File: config.mk
export PLATFORM = sky130hd
export DESIGN_NAME = cdb_arbiter_flat
export DESIGN_NICKNAME = d
export VERILOG_FILES = /design/src/rtl/cdb_arbiter_if.sv /design/src/rtl/cdb_arbiter.sv /design/src/flat_wrapper.sv
export SDC_FILE = /design/constraint.sdc
export NUM_CORES = 1
export LEC_CHECK = 0
export BUFFER_PORTS_ARGS = -buffer_cell sky130_fd_sc_hd__buf_2
export CORE_MARGIN = 8
export CORE_UTILIZATION = 45
export DETAILED_ROUTE_END_ITERATION = 7
export PLACE_DENSITY = 0.73
export SETUP_SLACK_MARGIN = 0.15
export SLEW_MARGIN = 20
export SYNTH_ARGS = -nofsm -noshare
export SYNTH_HDL_FRONTEND = slang
export SYNTH_SLANG_ARGS = --single-unit
export TNS_END_PERCENT = 20
File: constraint.sdc
create_clock -name clk_in -period 4.1 [get_ports clk_in]
set_input_delay 0.82 -clock clk_in [delete_from_list [all_inputs] [get_ports clk_in]]
set_output_delay 0.82 -clock clk_in [all_outputs]
set_load 0.005 [all_outputs]
File: src/rtl/cdb_arbiter_if.sv
// Result-bus bundle between the two result producers (ALU, LSB), the ROB write
// port and the common data bus arbiter.
interface cdb_arbiter_if #(
    parameter int ROB_WIDTH = 4
);
    logic                 alu_valid;
    logic [ROB_WIDTH-1:0] alu_tag;
    logic [31:0]          alu_wdata;
    logic                 alu_ready;

    logic                 lsb_valid;
    logic [ROB_WIDTH-1:0] lsb_tag;
    logic [31:0]          lsb_wdata;
    logic                 lsb_ready;

    logic                 rob_ready;
    logic                 to_rob;
    logic [ROB_WIDTH-1:0] to_rob_tag;
    logic [31:0]          to_rob_wdata;
    logic                 to_rob_src;

    // Producers and the ROB side.
    modport master (
        output alu_valid, alu_tag, alu_wdata,
        output lsb_valid, lsb_tag, lsb_wdata,
        output rob_ready,
        input  alu_ready, lsb_ready,
        input  to_rob, to_rob_tag, to_rob_wdata, to_rob_src
    );

    // Arbiter side.
    modport slave (
        input  alu_valid, alu_tag, alu_wdata,
        input  lsb_valid, lsb_tag, lsb_wdata,
        input  rob_ready,
        output alu_ready, lsb_ready,
        output to_rob, to_rob_tag, to_rob_wdata, to_rob_src
    );
endinterface

File: src/rtl/cdb_arbiter.sv
// Common data bus arbiter: queues ALU and LSB results in small circular FIFOs
// and writes them one per cycle to the ROB, alternating source under contention.
//
// prio state | meaning
// PRIO_ALU   | ALU wins if both queues hold a result (reset / flush value)
// PRIO_LSB   | LSB wins if both queues hold a result
module cdb_arbiter #(
    parameter int ROB_WIDTH  = 4,
    parameter int FIFO_DEPTH = 2
) (
    input  logic         clk_in,
    input  logic         rst_n_in,
    input  logic         rdy_in,
    input  logic         clear,
    cdb_arbiter_if.slave bus
);

    localparam int PTR_W = (FIFO_DEPTH > 1) ? $clog2(FIFO_DEPTH) : 1;
    localparam int CNT_W = PTR_W + 1;
    localparam logic [CNT_W-1:0] DEPTH_C = CNT_W'(FIFO_DEPTH);
    localparam logic [PTR_W-1:0] PTR_ONE = PTR_W'(1);

    typedef enum logic {
        PRIO_ALU = 1'b0,
        PRIO_LSB = 1'b1
    } prio_e;

    logic [ROB_WIDTH-1:0] alu_tag_mem  [FIFO_DEPTH];
    logic [31:0]          alu_data_mem [FIFO_DEPTH];
    logic [ROB_WIDTH-1:0] lsb_tag_mem  [FIFO_DEPTH];
    logic [31:0]          lsb_data_mem [FIFO_DEPTH];

    logic [PTR_W-1:0] alu_head_q, alu_head_d;
    logic [PTR_W-1:0] alu_tail_q, alu_tail_d;
    logic [CNT_W-1:0] alu_cnt_q,  alu_cnt_d;
    logic [PTR_W-1:0] lsb_head_q, lsb_head_d;
    logic [PTR_W-1:0] lsb_tail_q, lsb_tail_d;
    logic [CNT_W-1:0] lsb_cnt_q,  lsb_cnt_d;

    prio_e                prio_q, prio_d;
    logic                 to_rob_q, to_rob_d;
    logic                 src_q, src_d;
    logic [ROB_WIDTH-1:0] tag_q, tag_d;
    logic [31:0]          wdata_q, wdata_d;

    logic enable;
    logic alu_ready, lsb_ready;
    logic alu_nonempty, lsb_nonempty;
    logic alu_push, lsb_push;
    logic step;
    logic grant_alu, grant_lsb;

    // Ready looks only at registered counts so a producer never sees a
    // combinational path from the ROB side.
    assign alu_ready    = (alu_cnt_q < DEPTH_C);
    assign lsb_ready    = (lsb_cnt_q < DEPTH_C);
    assign alu_nonempty = (alu_cnt_q != '0);
    assign lsb_nonempty = (lsb_cnt_q != '0);

    assign enable   = rdy_in & ~clear;
    assign alu_push = enable & bus.alu_valid & alu_ready;
    assign lsb_push = enable & bus.lsb_valid & lsb_ready;
    assign step     = enable & bus.rob_ready;

    assign grant_alu = step & alu_nonempty & (~lsb_nonempty | (prio_q == PRIO_ALU));
    assign grant_lsb = step & lsb_nonempty & (~alu_nonempty | (prio_q == PRIO_LSB));

    assign bus.alu_ready    = alu_ready;
    assign bus.lsb_ready    = lsb_ready;
    assign bus.to_rob       = to_rob_q;
    assign bus.to_rob_tag   = tag_q;
    assign bus.to_rob_wdata = wdata_q;
    assign bus.to_rob_src   = src_q;

    // Queue storage carries no reset; validity is tracked by the counts.
    always_ff @(posedge clk_in) begin
        if (alu_push) begin
            alu_tag_mem[alu_tail_q]  <= bus.alu_tag;
            alu_data_mem[alu_tail_q] <= bus.alu_wdata;
        end
        if (lsb_push) begin
            lsb_tag_mem[lsb_tail_q]  <= bus.lsb_tag;
            lsb_data_mem[lsb_tail_q] <= bus.lsb_wdata;
        end
    end

    always_ff @(posedge clk_in or negedge rst_n_in) begin
        if (!rst_n_in) begin
            alu_head_q <= '0;
            alu_tail_q <= '0;
            alu_cnt_q  <= '0;
            lsb_head_q <= '0;
            lsb_tail_q <= '0;
            lsb_cnt_q  <= '0;
            prio_q     <= PRIO_ALU;
            to_rob_q   <= 1'b0;
            src_q      <= 1'b0;
            tag_q      <= '0;
            wdata_q    <= '0;
        end else begin
            alu_head_q <= alu_head_d;
            alu_tail_q <= alu_tail_d;
            alu_cnt_q  <= alu_cnt_d;
            lsb_head_q <= lsb_head_d;
            lsb_tail_q <= lsb_tail_d;
            lsb_cnt_q  <= lsb_cnt_d;
            prio_q     <= prio_d;
            to_rob_q   <= to_rob_d;
            src_q      <= src_d;
            tag_q      <= tag_d;
            wdata_q    <= wdata_d;
        end
    end

    always_comb begin
        alu_head_d = alu_head_q;
        alu_tail_d = alu_tail_q;
        alu_cnt_d  = alu_cnt_q;
        lsb_head_d = lsb_head_q;
        lsb_tail_d = lsb_tail_q;
        lsb_cnt_d  = lsb_cnt_q;
        prio_d     = prio_q;
        to_rob_d   = to_rob_q;
        src_d      = src_q;
        tag_d      = tag_q;
        wdata_d    = wdata_q;

        if (rdy_in) begin
            if (clear) begin
                // Flush wins over push and grant; data outputs keep their value.
                alu_head_d = '0;
                alu_tail_d = '0;
                alu_cnt_d  = '0;
                lsb_head_d = '0;
                lsb_tail_d = '0;
                lsb_cnt_d  = '0;
                prio_d     = PRIO_ALU;
                to_rob_d   = 1'b0;
            end else begin
                to_rob_d = grant_alu | grant_lsb;

                if (alu_push)  alu_tail_d = alu_tail_q + PTR_ONE;
                if (grant_alu) alu_head_d = alu_head_q + PTR_ONE;
                alu_cnt_d = alu_cnt_q + CNT_W'(alu_push) - CNT_W'(grant_alu);

                if (lsb_push)  lsb_tail_d = lsb_tail_q + PTR_ONE;
                if (grant_lsb) lsb_head_d = lsb_head_q + PTR_ONE;
                lsb_cnt_d = lsb_cnt_q + CNT_W'(lsb_push) - CNT_W'(grant_lsb);

                if (grant_alu) begin
                    tag_d   = alu_tag_mem[alu_head_q];
                    wdata_d = alu_data_mem[alu_head_q];
                    src_d   = 1'b0;
                    prio_d  = PRIO_LSB;
                end else if (grant_lsb) begin
                    tag_d   = lsb_tag_mem[lsb_head_q];
                    wdata_d = lsb_data_mem[lsb_head_q];
                    src_d   = 1'b1;
                    prio_d  = PRIO_ALU;
                end
            end
        end
    end

endmodule

File: src/flat_wrapper.sv
// flat-port wrapper written by rule: the top's interface ports become plain ports
module cdb_arbiter_flat 
#(
    parameter int ROB_WIDTH  = 4,
    parameter int FIFO_DEPTH = 2
)
  (clk_in, rst_n_in, rdy_in, clear, bus_alu_valid, bus_alu_tag, bus_alu_wdata, bus_lsb_valid, bus_lsb_tag, bus_lsb_wdata, bus_rob_ready, bus_alu_ready, bus_lsb_ready, bus_to_rob, bus_to_rob_tag, bus_to_rob_wdata, bus_to_rob_src);
  cdb_arbiter_if #(.ROB_WIDTH(ROB_WIDTH)) bus_i ();
  input  logic clk_in;
  input  logic rst_n_in;
  input  logic rdy_in;
  input  logic clear;
  input wire logic [$bits(bus_i.alu_valid)-1:0] bus_alu_valid;
  input wire logic [$bits(bus_i.alu_tag)-1:0] bus_alu_tag;
  input wire logic [$bits(bus_i.alu_wdata)-1:0] bus_alu_wdata;
  input wire logic [$bits(bus_i.lsb_valid)-1:0] bus_lsb_valid;
  input wire logic [$bits(bus_i.lsb_tag)-1:0] bus_lsb_tag;
  input wire logic [$bits(bus_i.lsb_wdata)-1:0] bus_lsb_wdata;
  input wire logic [$bits(bus_i.rob_ready)-1:0] bus_rob_ready;
  output wire logic [$bits(bus_i.alu_ready)-1:0] bus_alu_ready;
  output wire logic [$bits(bus_i.lsb_ready)-1:0] bus_lsb_ready;
  output wire logic [$bits(bus_i.to_rob)-1:0] bus_to_rob;
  output wire logic [$bits(bus_i.to_rob_tag)-1:0] bus_to_rob_tag;
  output wire logic [$bits(bus_i.to_rob_wdata)-1:0] bus_to_rob_wdata;
  output wire logic [$bits(bus_i.to_rob_src)-1:0] bus_to_rob_src;
  assign bus_i.alu_valid = bus_alu_valid;
  assign bus_i.alu_tag = bus_alu_tag;
  assign bus_i.alu_wdata = bus_alu_wdata;
  assign bus_i.lsb_valid = bus_lsb_valid;
  assign bus_i.lsb_tag = bus_lsb_tag;
  assign bus_i.lsb_wdata = bus_lsb_wdata;
  assign bus_i.rob_ready = bus_rob_ready;
  assign bus_alu_ready = bus_i.alu_ready;
  assign bus_lsb_ready = bus_i.lsb_ready;
  assign bus_to_rob = bus_i.to_rob;
  assign bus_to_rob_tag = bus_i.to_rob_tag;
  assign bus_to_rob_wdata = bus_i.to_rob_wdata;
  assign bus_to_rob_src = bus_i.to_rob_src;
  cdb_arbiter #(.ROB_WIDTH(ROB_WIDTH), .FIFO_DEPTH(FIFO_DEPTH)) u_core (.clk_in(clk_in), .rst_n_in(rst_n_in), .rdy_in(rdy_in), .clear(clear), .bus(bus_i));
endmodule
=== Word-level counts from Yosys, hierarchy flattened ===
Memories as Yosys holds them, arrays and structs flattened.
Cells that the tools add are included.

* Order comparisons: 2
* Add/subtract/negate cells: 8
* Reduce and logical (&&, ||, !) cells: 14
* Bitwise logic cells: 17
* Multiplexer cells: 24

{| class="wikitable"
|+ Operators by type and width
! operator !! number
|-
| 32-bit 2-to-1 mux || 2
|-
| 1-bit 2-to-1 mux || 18
|-
| 2-bit nonzero test || 7
|-
| 1-bit AND || 10
|-
| 2-bit AND reduction || 5
|-
| 4-bit 2-to-1 mux || 2
|-
| 1-bit adder (second input constant) || 4
|-
| 2-bit by 1-bit adder with 2-bit output || 2
|-
| 2-bit less-than comparator (second input constant) || 2
|-
| 2-bit 2-to-1 mux || 2
|-
| 1-bit inverter || 4
|-
| 2-bit by 1-bit subtractor with 2-bit output || 2
|-
| 1-bit bitwise OR || 3
|-
| 3-bit AND reduction || 1
|-
| 3-bit nonzero test || 1
|}

* Memory bits (writable): 144
* Register bits after elaboration: 47
* Output and inout bits: 40
* Memories: 4

{| class="wikitable"
|+ Memories
! name !! words !! width !! read ports !! clocked after memory_dff !! wr ports !! RTL line !! text
|-
| u_core.alu_data_mem || 2 || 32 || 1 || 0 || 1 || cdb_arbiter.sv:29 || <nowiki>logic [31:0] alu_data_mem [FIFO_DEPTH];</nowiki>
|-
| u_core.lsb_data_mem || 2 || 32 || 1 || 0 || 1 || cdb_arbiter.sv:31 || <nowiki>logic [31:0] lsb_data_mem [FIFO_DEPTH];</nowiki>
|-
| u_core.alu_tag_mem || 2 || 4 || 1 || 0 || 1 || cdb_arbiter.sv:28 || <nowiki>logic [ROB_WIDTH-1:0] alu_tag_mem [FIFO_DEPTH];</nowiki>
|-
| u_core.lsb_tag_mem || 2 || 4 || 1 || 0 || 1 || cdb_arbiter.sv:30 || <nowiki>logic [ROB_WIDTH-1:0] lsb_tag_mem [FIFO_DEPTH];</nowiki>
|}

=== Longest topological paths before layout ===
Gate-level depths: netlist of run 1.

* Word-level depth: 8
* Depth in mapped cells: 11
* Depth with buffers taken out: 9

=== Worst setup path before layout of run 1 ===
Ideal clock, no wire load.

* Path type: input-to-reg
* Start point: input port clear
* End point: memory u_core.alu_data_mem[0][0] (enable)
* Path buffers: 2
* Library setup time: 0.474 ns
* Data arrival time: 3.780 ns
* Path slack: -0.154 ns
* Stages on the path: 4
* Cells stage by stage: buf_6 nand2b_1 clkbuf_1 nor3_1

* Cells in the longest elaborated chain, start to end: 6

{| class="wikitable"
|+ RTL lines
! what !! RTL line !! text
|-
| from (decl) || flat_wrapper.sv:12 || <nowiki>input logic clear;</nowiki>
|-
| 1-bit inverter (no source line) || - ||
|-
| 1-bit AND || cdb_arbiter.sv:60 || <nowiki>assign enable = rdy_in & ~clear;</nowiki>
|-
| 1-bit AND (2 in a row) || cdb_arbiter.sv:61 || <nowiki>assign alu_push = enable & bus.alu_valid & alu_ready;</nowiki>
|-
| 1-bit 2-to-1 mux || cdb_arbiter.sv:77 || <nowiki>if (alu_push) begin</nowiki>
|-
| 1-bit 2-to-1 mux (implied by the code) || cdb_arbiter.sv:79 || <nowiki>alu_data_mem[alu_tail_q] <= bus.alu_wdata;</nowiki>
|-
| to (decl) || cdb_arbiter.sv:29 ||
|}

No other way between the ends.

=== Final worst setup path of run 1 ===
* Start point: input port rdy_in
* End point: register u_core.alu_cnt_q[1]

* Cells in the longest elaborated chain, start to end: 6

{| class="wikitable"
|+ RTL lines
! what !! RTL line !! text
|-
| from (decl) || flat_wrapper.sv:11 || <nowiki>input logic rdy_in;</nowiki>
|-
| 1-bit AND || cdb_arbiter.sv:60 ||
|-
| 1-bit AND, on equally long branches || cdb_arbiter.sv:61, cdb_arbiter.sv:63 ||
|-
| 1-bit AND, on equally long branches || cdb_arbiter.sv:61, cdb_arbiter.sv:65 ||
|-
| 2-bit by 1-bit adder with 2-bit output / 1-bit AND (equally long branches) || cdb_arbiter.sv:144, cdb_arbiter.sv:65 ||
|-
| 2-bit by 1-bit subtractor with 2-bit output || cdb_arbiter.sv:144 || <nowiki>alu_cnt_d = alu_cnt_q + CNT_W'(alu_push) - CNT_W'(grant_alu);</nowiki>
|-
| 2-bit 2-to-1 mux || cdb_arbiter.sv:129 || <nowiki>if (clear) begin</nowiki>
|-
| to (signal assigned) || cdb_arbiter.sv:103 || <nowiki>alu_cnt_q <= alu_cnt_d;</nowiki>
|-
| to (decl) || cdb_arbiter.sv:35 || <nowiki>logic [CNT_W-1:0] alu_cnt_q, alu_cnt_d;</nowiki>
|}

Several ways; a longest one is shown, not always the timed one.
A chain may end at the register's enable or synchronous reset.

==> results.md, run 1 <==
- The power density relative to cell area is 541.6 mW/mm².
- For this design the static power due to leakage is 3.188 nW.
- The initial cell density of the core is between 40% and 50%.
- The number of top-level pins is 119.
- Of all flip-flops after synthesis, the portion carrying an async set or reset was around a quarter.
- The clock root buffer is sky130_fd_sc_hd__clkbuf_16.
- The clock tree buffer depth is 2.
- The flip-flop and latch count after synthesis is about 190.
- The largest net degree at the start of global routing is 48.
- The number of max-capacitance violations reported is 0.
- The clock-pin slew reported for the worst setup and hold paths after clock tree synthesis is 70 ps.
- For the worst flop-to-flop path, the logic depth is 10.
- For this run, the top clock speed supported by timing is 346.4 MHz.
- After layout, the worst setup slack is 1213 ps.
- The number of cell rows is 47.
- The worst setup path is launched from an input pin.
- In the final timing run, aggregate negative setup slack is 0 ps.
- The final estimated routing congestion in global placement is 0.7926.
- The biggest fanout along the worst timing path is 38.
- After the flow finishes, the layout carries non-filler instances totaling 777.
- In the final routed layout, each cell accounts on average for 20.19 µm.
- The startpoint identified for the worst register-to-register timing path is u_core.alu_cnt_q[1].
- The most common cell after layout, fill and taps aside is sky130_fd_sc_hd__edfxtp_1.
- The highest ir drop seen on vdd is 299.0 µV.
- In the synthesized netlist the dominant register cell turns out to be sky130_fd_sc_hd__edfxtp_1.
- The critical path data arrival time is 3200 ps.
- The antenna diode instance count is 0.
- After synthesis, the netlist uses 38 different library cells.
- The routed layout has between 4000 and 5000 vias.
- The die covers 0.02096 mm².
- The detailed router's first-iteration violation count is 241.
- The headroom to the max-slew limit is 35.88%.
- The hold buffer count at cts is 0.
- For flop-to-flop paths, the worst setup slack is 1350 ps.
- The die width is 144.8 µm.
- The number of placed cells counting well taps is 744.
- The clock latency at the later pin of the worst-skew pair is 420 ps.
- The top cell types in the final layout, fill and taps aside, are sky130_fd_sc_hd__edfxtp_1 (144), sky130_fd_sc_hd__buf_2 (118), sky130_fd_sc_hd__dfrtp_1 (45), sky130_fd_sc_hd__mux2i_1 (37), sky130_fd_sc_hd__nand4_1 (36).
- The number of endpoints with negative hold slack in the final report was 0.
- On the final layout, the worst clock skew is 10.38 ps.
- In the finished design, the share of the clock period the worst path needs comes to a little over two thirds.
- Of the cells placed in the final design, the portion with a size suffix greater than 1 is between 30% and 40%.
- The worst reg2reg path endpoint is u_core.alu_cnt_q[1].
- The run finished with clean final reports.
- The CTS buffer count is 17.
- Setup repair after global routing left no endpoint under its margin.
- The total clock sinks is 191.
- The via count of the first global-routing pass came to 4646.
- The total global routing overflow is 0.
- The count of buffers inserted at the top-level ports is 118.
- OpenSTA, run right after detailed placement, puts the worst setup slack at 799.7 ps.
- The gate count of the mapped netlist is 428.
- The worst hold path endpoint is u_core.bus.to_rob_src.
- Summing all non-filler instances in the final layout gives an area of 0.008879 mm².
- The number of H-tree levels is 4.
- After detailed placement, the total cell area comes to 0.008279 mm².
- In this run the post-CTS setup repair buffer count came out at 0.
- Relative to the synthesized area, the layout overhead comes to 18.96%.
- The number of optimization iterations in the first detailed-route pass is 4.
- The total number of yosys warnings is 0.
- The detailed-placement wirelength estimate is 9818 µm.
- The transition time at the pin with the least slew margin is between 900 and 1000 ps.
- The final period demand of the worst path is around 2900 ps.
- The worst hold path class is flip-flop to flip-flop.
- Counting instances, the worst hold path has a depth of 1.
- The number of nets handed over by synthesis was between 500 and 600.
- The number of enable-type register cells in the synthesized netlist is 144.
- At the end of the flow, the number of nets in the layout was between 600 and 700.
- The number of max-slew violations in the final report is 0.
- Gates resized during post-CTS repair numbered 0.
- Hold timing on the final database bottoms out at a slack of slightly above 500 ps.
- After detailed routing, the number of remaining DRC violations is 0.
- The worst endpoint required time is 4420 ps.
- TritonCTS built the clock tree.
- The first global-routing pass estimated about 24000 µm of wire.
- The routed wire length is approximately 16000 µm.
- The setup violation total in the final timing report is 0.
- The number of nets with antenna violations after detailed routing is 0.
- Using the TritonRoute via totals, the vias-per-cell ratio works out to 5.463.
- The worst setup path is of the input pin to flip-flop kind.
- In this run the standard cell core region covers approximately 0.016 mm².
- The initial antenna violation count came to 0.
- The sort of element at the end of the critical path is a flip-flop.
- Global routing consumed, over all layers together, 15.69% of the routing resources.
- The mapped netlist covers ~0.0075 mm².
- From bottom edge to top edge, the die measures 144.8 µm.
- The register area share after synthesis is 73.70%.
- The worst hold path begins at u_core.bus.to_rob_src.
- A synthesized cell averages ~17 µm².
[area by class of cell]
class	instances	area, µm²
Clock buffer	18	429.2
Clock inverter	14	140.1
Fill cell	1326	7528
Inverter	12	45.04
Multi-Input combinational cell	195	1805
Sequential cell	191	5505
Tap cell	220	275.3
Timing Repair Buffer	127	678.2
[metal layers]
layer  GRT usage [%]  wire [µm]
met4           6.024        199
met5               0          0
met1           18.27       6470
met3           4.199       1027
met2           27.11       7988
[registers in the layout (all words and copies together), names as in the netlist, 2 cells and up]
signal and cells:
u_core.alu_data_mem 64, u_core.lsb_data_mem 64, u_core.bus.to_rob_wdata 32, u_core.alu_tag_mem 8
u_core.lsb_tag_mem 8, u_core.bus.to_rob_tag 4, u_core.alu_cnt_q 2, u_core.lsb_cnt_q 2
[kinds of logic after synthesis]
logic type	Yosys count	share of synthesized area (%)
AND/OR/NAND/NOR	59	5.030
XOR/XNOR	2	0.2347
AO/OA/AOI/OAI	58	7.444
buffers and inverters	42	2.682
adder cells (fa/ha/maj)	4	0.6706
multiplexers	72	10.24
flip-flops	191	73.70
[how the worst max path moves through the flow]
stage	startpoint	slack, ps	depth (start not counted)	to
6_report	rdy_in	1210	11	u_core.alu_cnt_q[1]
2_1_floorplan	clear	-150	4	u_core.alu_data_mem[0][0]
4_1_cts	rdy_in	1260	11	u_core.alu_cnt_q[1]
5_1_grt	rdy_in	1120	11	u_core.alu_cnt_q[1]
3_5_place_dp	rdy_in	800	11	u_core.alu_cnt_q[1]
3_3_place_gp	rdy_in	960	11	u_core.alu_cnt_q[1]
[stage by stage]
| step | power (mW) | utilization [%] |
|---|---|---|
| 2_1_floorplan | 2.896 | - |
| 3_3_place_gp | 3.250 | 50.46 |
| 3_5_place_dp | 3.283 | 50.46 |
| 4_1_cts | 4.865 | 53.93 |
| 5_1_grt | 5.033 | 54.11 |
| 6_report | 4.809 | 54.11 |
[where the power goes]
part	internal [mW]	total [mW]	switching, mW
combinational	0.418	0.726	0.308
sequential	2.33	2.50	0.174
clock	0.897	1.58	0.685
total	3.64	4.81	1.17
[worst max-delay path, cell delays in order]
cell                       delay, ps
sky130_fd_sc_hd__buf_2           270
sky130_fd_sc_hd__nand3b_4        130
sky130_fd_sc_hd__or3_2           480
sky130_fd_sc_hd__buf_4           290
sky130_fd_sc_hd__inv_1           170
sky130_fd_sc_hd__ha_1            240
sky130_fd_sc_hd__inv_1            60
sky130_fd_sc_hd__ha_1            170
sky130_fd_sc_hd__xor2_1          220
sky130_fd_sc_hd__o21ai_0         100
sky130_fd_sc_hd__a22o_1          240
[synthesized netlist by cell type (2+ instances only)]
| master | count | area share, % |
|---|---|---|
| sky130_fd_sc_hd__a21oi_1 | 2 | 0.13 |
| sky130_fd_sc_hd__a22o_1 | 2 | 0.23 |
| sky130_fd_sc_hd__buf_1 | 2 | 0.10 |
| sky130_fd_sc_hd__buf_2 | 10 | 0.67 |
| sky130_fd_sc_hd__buf_6 | 4 | 0.60 |
| sky130_fd_sc_hd__clkbuf_1 | 14 | 0.70 |
| sky130_fd_sc_hd__dfrtp_1 | 47 | 16 |
| sky130_fd_sc_hd__edfxtp_1 | 144 | 58 |
| sky130_fd_sc_hd__ha_1 | 4 | 0.67 |
| sky130_fd_sc_hd__inv_1 | 12 | 0.60 |
| sky130_fd_sc_hd__mux2_2 | 35 | 5.3 |
| sky130_fd_sc_hd__mux2i_1 | 37 | 5.0 |
| sky130_fd_sc_hd__nand2_1 | 2 | 0.10 |
| sky130_fd_sc_hd__nand2b_1 | 3 | 0.25 |
| sky130_fd_sc_hd__nand4_1 | 36 | 3.0 |
| sky130_fd_sc_hd__nor2_1 | 5 | 0.25 |
| sky130_fd_sc_hd__nor3_1 | 4 | 0.27 |
| sky130_fd_sc_hd__nor4bb_1 | 2 | 0.27 |
| sky130_fd_sc_hd__o21a_1 | 3 | 0.30 |
| sky130_fd_sc_hd__o21ai_0 | 6 | 0.40 |
| sky130_fd_sc_hd__o221a_1 | 18 | 2.7 |
| sky130_fd_sc_hd__o221a_2 | 17 | 2.6 |
| sky130_fd_sc_hd__o22ai_1 | 3 | 0.25 |
| sky130_fd_sc_hd__xor2_1 | 2 | 0.23 |
Note: power is estimated with default switching activity, not from simulation.
==> inputs of run 2 (changes only) <==
--- a/config.mk
+++ b/config.mk
@@ -9,7 +9,7 @@
 export CORE_MARGIN = 8
 export CORE_UTILIZATION = 45
 export DETAILED_ROUTE_END_ITERATION = 7
-export PLACE_DENSITY = 0.73
+export PLACE_DENSITY = 0.75
 export SETUP_SLACK_MARGIN = 0.15
 export SLEW_MARGIN = 20
 export SYNTH_ARGS = -nofsm -noshare
==> constraint.sdc (replaced) <==
create_clock -name clk_in -period 2.4 [get_ports clk_in]
set_input_delay 0.48 -clock clk_in [delete_from_list [all_inputs] [get_ports clk_in]]
set_output_delay 0.48 -clock clk_in [all_outputs]
set_load 0.005 [all_outputs]
==> run 2 against run 1 <==
Compared with the run above: setup slack got worse by 990 ps; wire length increased by 8.9%; flip-flop and latch count unchanged; worst hold slack got worse by 330 ps; critical path depth decreased by 2; final area increased by 1.7%; utilization increased by 0.94 points; sequential power increased by 70%; critical path type is now flip-flop to flip-flop; critical endpoint unchanged.
==> results.md, run 2 (synthesis results as in run 1) <==
- The flow ran to the end, and the final reports show no timing, DRC or antenna violations.
- The worst slack at placement is 53.18 ps.
- Timing would allow up to ~460 MHz.
- Net switching is 24.74% of the power.
- Leaving out fill and tap cells, the most frequent cell in the layout is sky130_fd_sc_hd__edfxtp_1.
- The cell internal power dissipation is between 6 and 7 mW.
- For the worst setup path, the data arrival time is 2480 ps.
- The placeable core region is ~0.016 mm².
- The combined area of the multi-input logic cells is 0.001852 mm².
- The register-to-register setup slack is about 230 ps.
- In this run the core area contains 47 standard-cell rows.
- The DRC violation count after routing is 0.
- The initial cell density of the core is around 45%.
- The tree is rooted in a sky130_fd_sc_hd__clkbuf_16.
- The number of antenna diodes in the final layout is 0.
- Counting every sink on the clock net gives approximately 190.
- The number of nets in the finished design is 637.
- The share of the core filled with cells in the final layout is 55.05%.
- The die is 144.8 µm tall.
- The analysis attributes to cell leakage a power of 3.267 nW.
- CTS built an H-tree with a depth of 4.
- The worst setup path is captured at a flip-flop.
- The total global-route track usage is 16.69%.
- The worst endpoint required time is between 2000 and 3000 ps.
- Dividing the detail-routed via count by the number of cells gives around 5.5.
- The transition time at the pin with the least slew margin is just under 700 ps.
- The classification of the worst setup path is flip-flop to flip-flop.
- The clock period could shrink to 2173 ps.
- The detailed router's first-iteration violation count is 271.
- Setup repair after global routing left no endpoint under its margin.
- Combinational logic is responsible for between 10% and 20% of the overall power.
- Pin placement for this block handled roughly 120 I/O pins.
- The clock-pin slew reported for the worst setup and hold paths after clock tree synthesis is roughly 70 ps.
- Per report_power, the sequential group accounts for roughly 51% of the total.
- The clock latency at the later pin of the worst-skew pair is 420 ps.
- The worst-case IR drop observed on VDD is ~560 µV.
- The setup violation total in the final timing report is 0.
- Counting the fill cells in the layout gives approximately 1300.
- Cells with a size suffix above 1 make up 41.45% of the layout.
- The biggest fanout along the worst timing path is 6.
- TritonCTS built the clock tree.
- The aggregate negative setup slack is 0 ps.
- Max-cap violations in this run came to 0.
- The average wire per standard cell is around 22 µm.
- The nature of the critical path startpoint is a flip-flop.
- The worst hold path class is input pin to asynchronous set/reset pin.
- In the layout the commonest cells are sky130_fd_sc_hd__edfxtp_1 (144), sky130_fd_sc_hd__buf_2 (118), sky130_fd_sc_hd__dfrtp_1 (44), sky130_fd_sc_hd__mux2i_1 (37), sky130_fd_sc_hd__nand4_1 (36).
- The design draws 8.327 mW.
- The number of endpoints with negative hold slack in the final report is 0.
- Routability-driven placement finished with a final weighted congestion of 0.8316.
- The launching point of the worst reg2reg path is u_core.lsb_cnt_q[1].
- Dividing total power by cell area gives a power density of 921.9 mW/mm².
- The number of max-slew violations in the final report was 0.
- The area growth from synthesis to layout is 21.02%.
- The final worst-path cycle share is 90.53%.
- After global routing the overflow that remains totals 0.
- The area of the die is 0.02096 mm².
- The first global-routing pass estimated about 26000 µm of wire.
- The largest net degree at the start of global routing is 48.
- Buffers inserted to repair hold after CTS numbered 0.
- The die width is 144.8 µm.
- The portion of total power attributed to the clock network is between 30% and 40%.
- The headroom to the max-slew limit is 54.78%.
- The worst setup slack after layout is approximately 230 ps.
- The pre-antenna-repair detailed-routing pass consisted of 6 iterations.
- On the final layout, the worst clock skew is about 7 ps.
- The initial antenna violation count was 0.
- The routed wire length is 17080 µm.
- Buffers placed on the I/O ports in this run total approximately 120.
- The detailed-placement wirelength estimate is 10710 µm.
- The depth of the worst register-to-register path is 9.
- The net switching component of the power is 2.060 mW.
- The via count of the first global-routing pass is 4871.
- The endpoint identified for the worst register-to-register timing path is u_core.alu_cnt_q[1].
- Counting along the longest clock path gives a buffer depth of 2.
- For this block, the via count after detailed routing is 4361.
- The CTS buffer count is 17.
- The number of nets with antenna violations after detailed routing is 0.
- In the final layout, flip-flops and latches occupy 0.005504 mm².
## run 2: how the worst max path moves through the flow
stage / end / start / cells after the start
2_1_floorplan: u_core.alu_cnt_q[1] / clear / 11
3_3_place_gp: u_core.alu_cnt_q[1] / clear / 10
4_1_cts: u_core.alu_cnt_q[1] / u_core.lsb_cnt_q[1] / 9
3_5_place_dp: u_core.alu_cnt_q[1] / clear / 10
5_1_grt: u_core.alu_cnt_q[1] / u_core.lsb_cnt_q[1] / 9
6_report: u_core.alu_cnt_q[1] / u_core.lsb_cnt_q[1] / 9
## run 2: critical path, cell delays in order, from the launching register on
cell and delay [ps]:
sky130_fd_sc_hd__dfrtp_2 440, sky130_fd_sc_hd__o21a_1 200, sky130_fd_sc_hd__or3_4 410, sky130_fd_sc_hd__inv_2 90, sky130_fd_sc_hd__ha_1 230, sky130_fd_sc_hd__inv_1 60, sky130_fd_sc_hd__ha_2 190, sky130_fd_sc_hd__xor2_2 150
sky130_fd_sc_hd__o21ai_1 90, sky130_fd_sc_hd__a22o_1 210
## run 2: what timing repair did
item	4_1_cts	5_1_grt
endpoints found under the hold margin	0	0
endpoints found under the setup margin	0	1
gates resized for setup	0	2
setup buffers	0	3
## run 2: layout make-up
class                      instances  area share (%)
clock buffer                      21           4.876
clock inverter                    11           1.468
inverter                          12          0.4987
multi-input combinational        195           20.50
sequential                       191           60.94
tap                              220           3.048
timing repair buffer             137           8.672
## run 2: per-stage QoR
stage | instances | cell area [µm²] | hold slack [ps]
2_1_floorplan | 428 | 7533 | 184.4
3_3_place_gp | 752 | 8428 | 483.5
3_5_place_dp | 752 | 8428 | 483.2
4_1_cts | 784 | 9001 | 192.9
5_1_grt | 787 | 9032 | 217.9
6_report | 787 | 9032 | 176.4
## run 2: routing by layer
metal  GRT usage (%)  vias up  part of all wire [%]  wire (µm)
li1                -     1979                     -          -
met1           18.75     2176                    39       6662
met2           29.67      174                    52       8958
met3           4.659       32                   6.9       1172
met4           6.079        0                   1.7        288
met5               0        -                     0          0
## run 2: power by group through the flow
stage	combinational, mW	clock, mW	sequential [mW]
detailed placement	1.35	0	4.31
floorplan	0.701	0	4.26
global route	1.43	2.94	4.29
CTS	1.35	2.79	4.26
finish	1.33	2.75	4.25
global placement	1.30	0	4.29
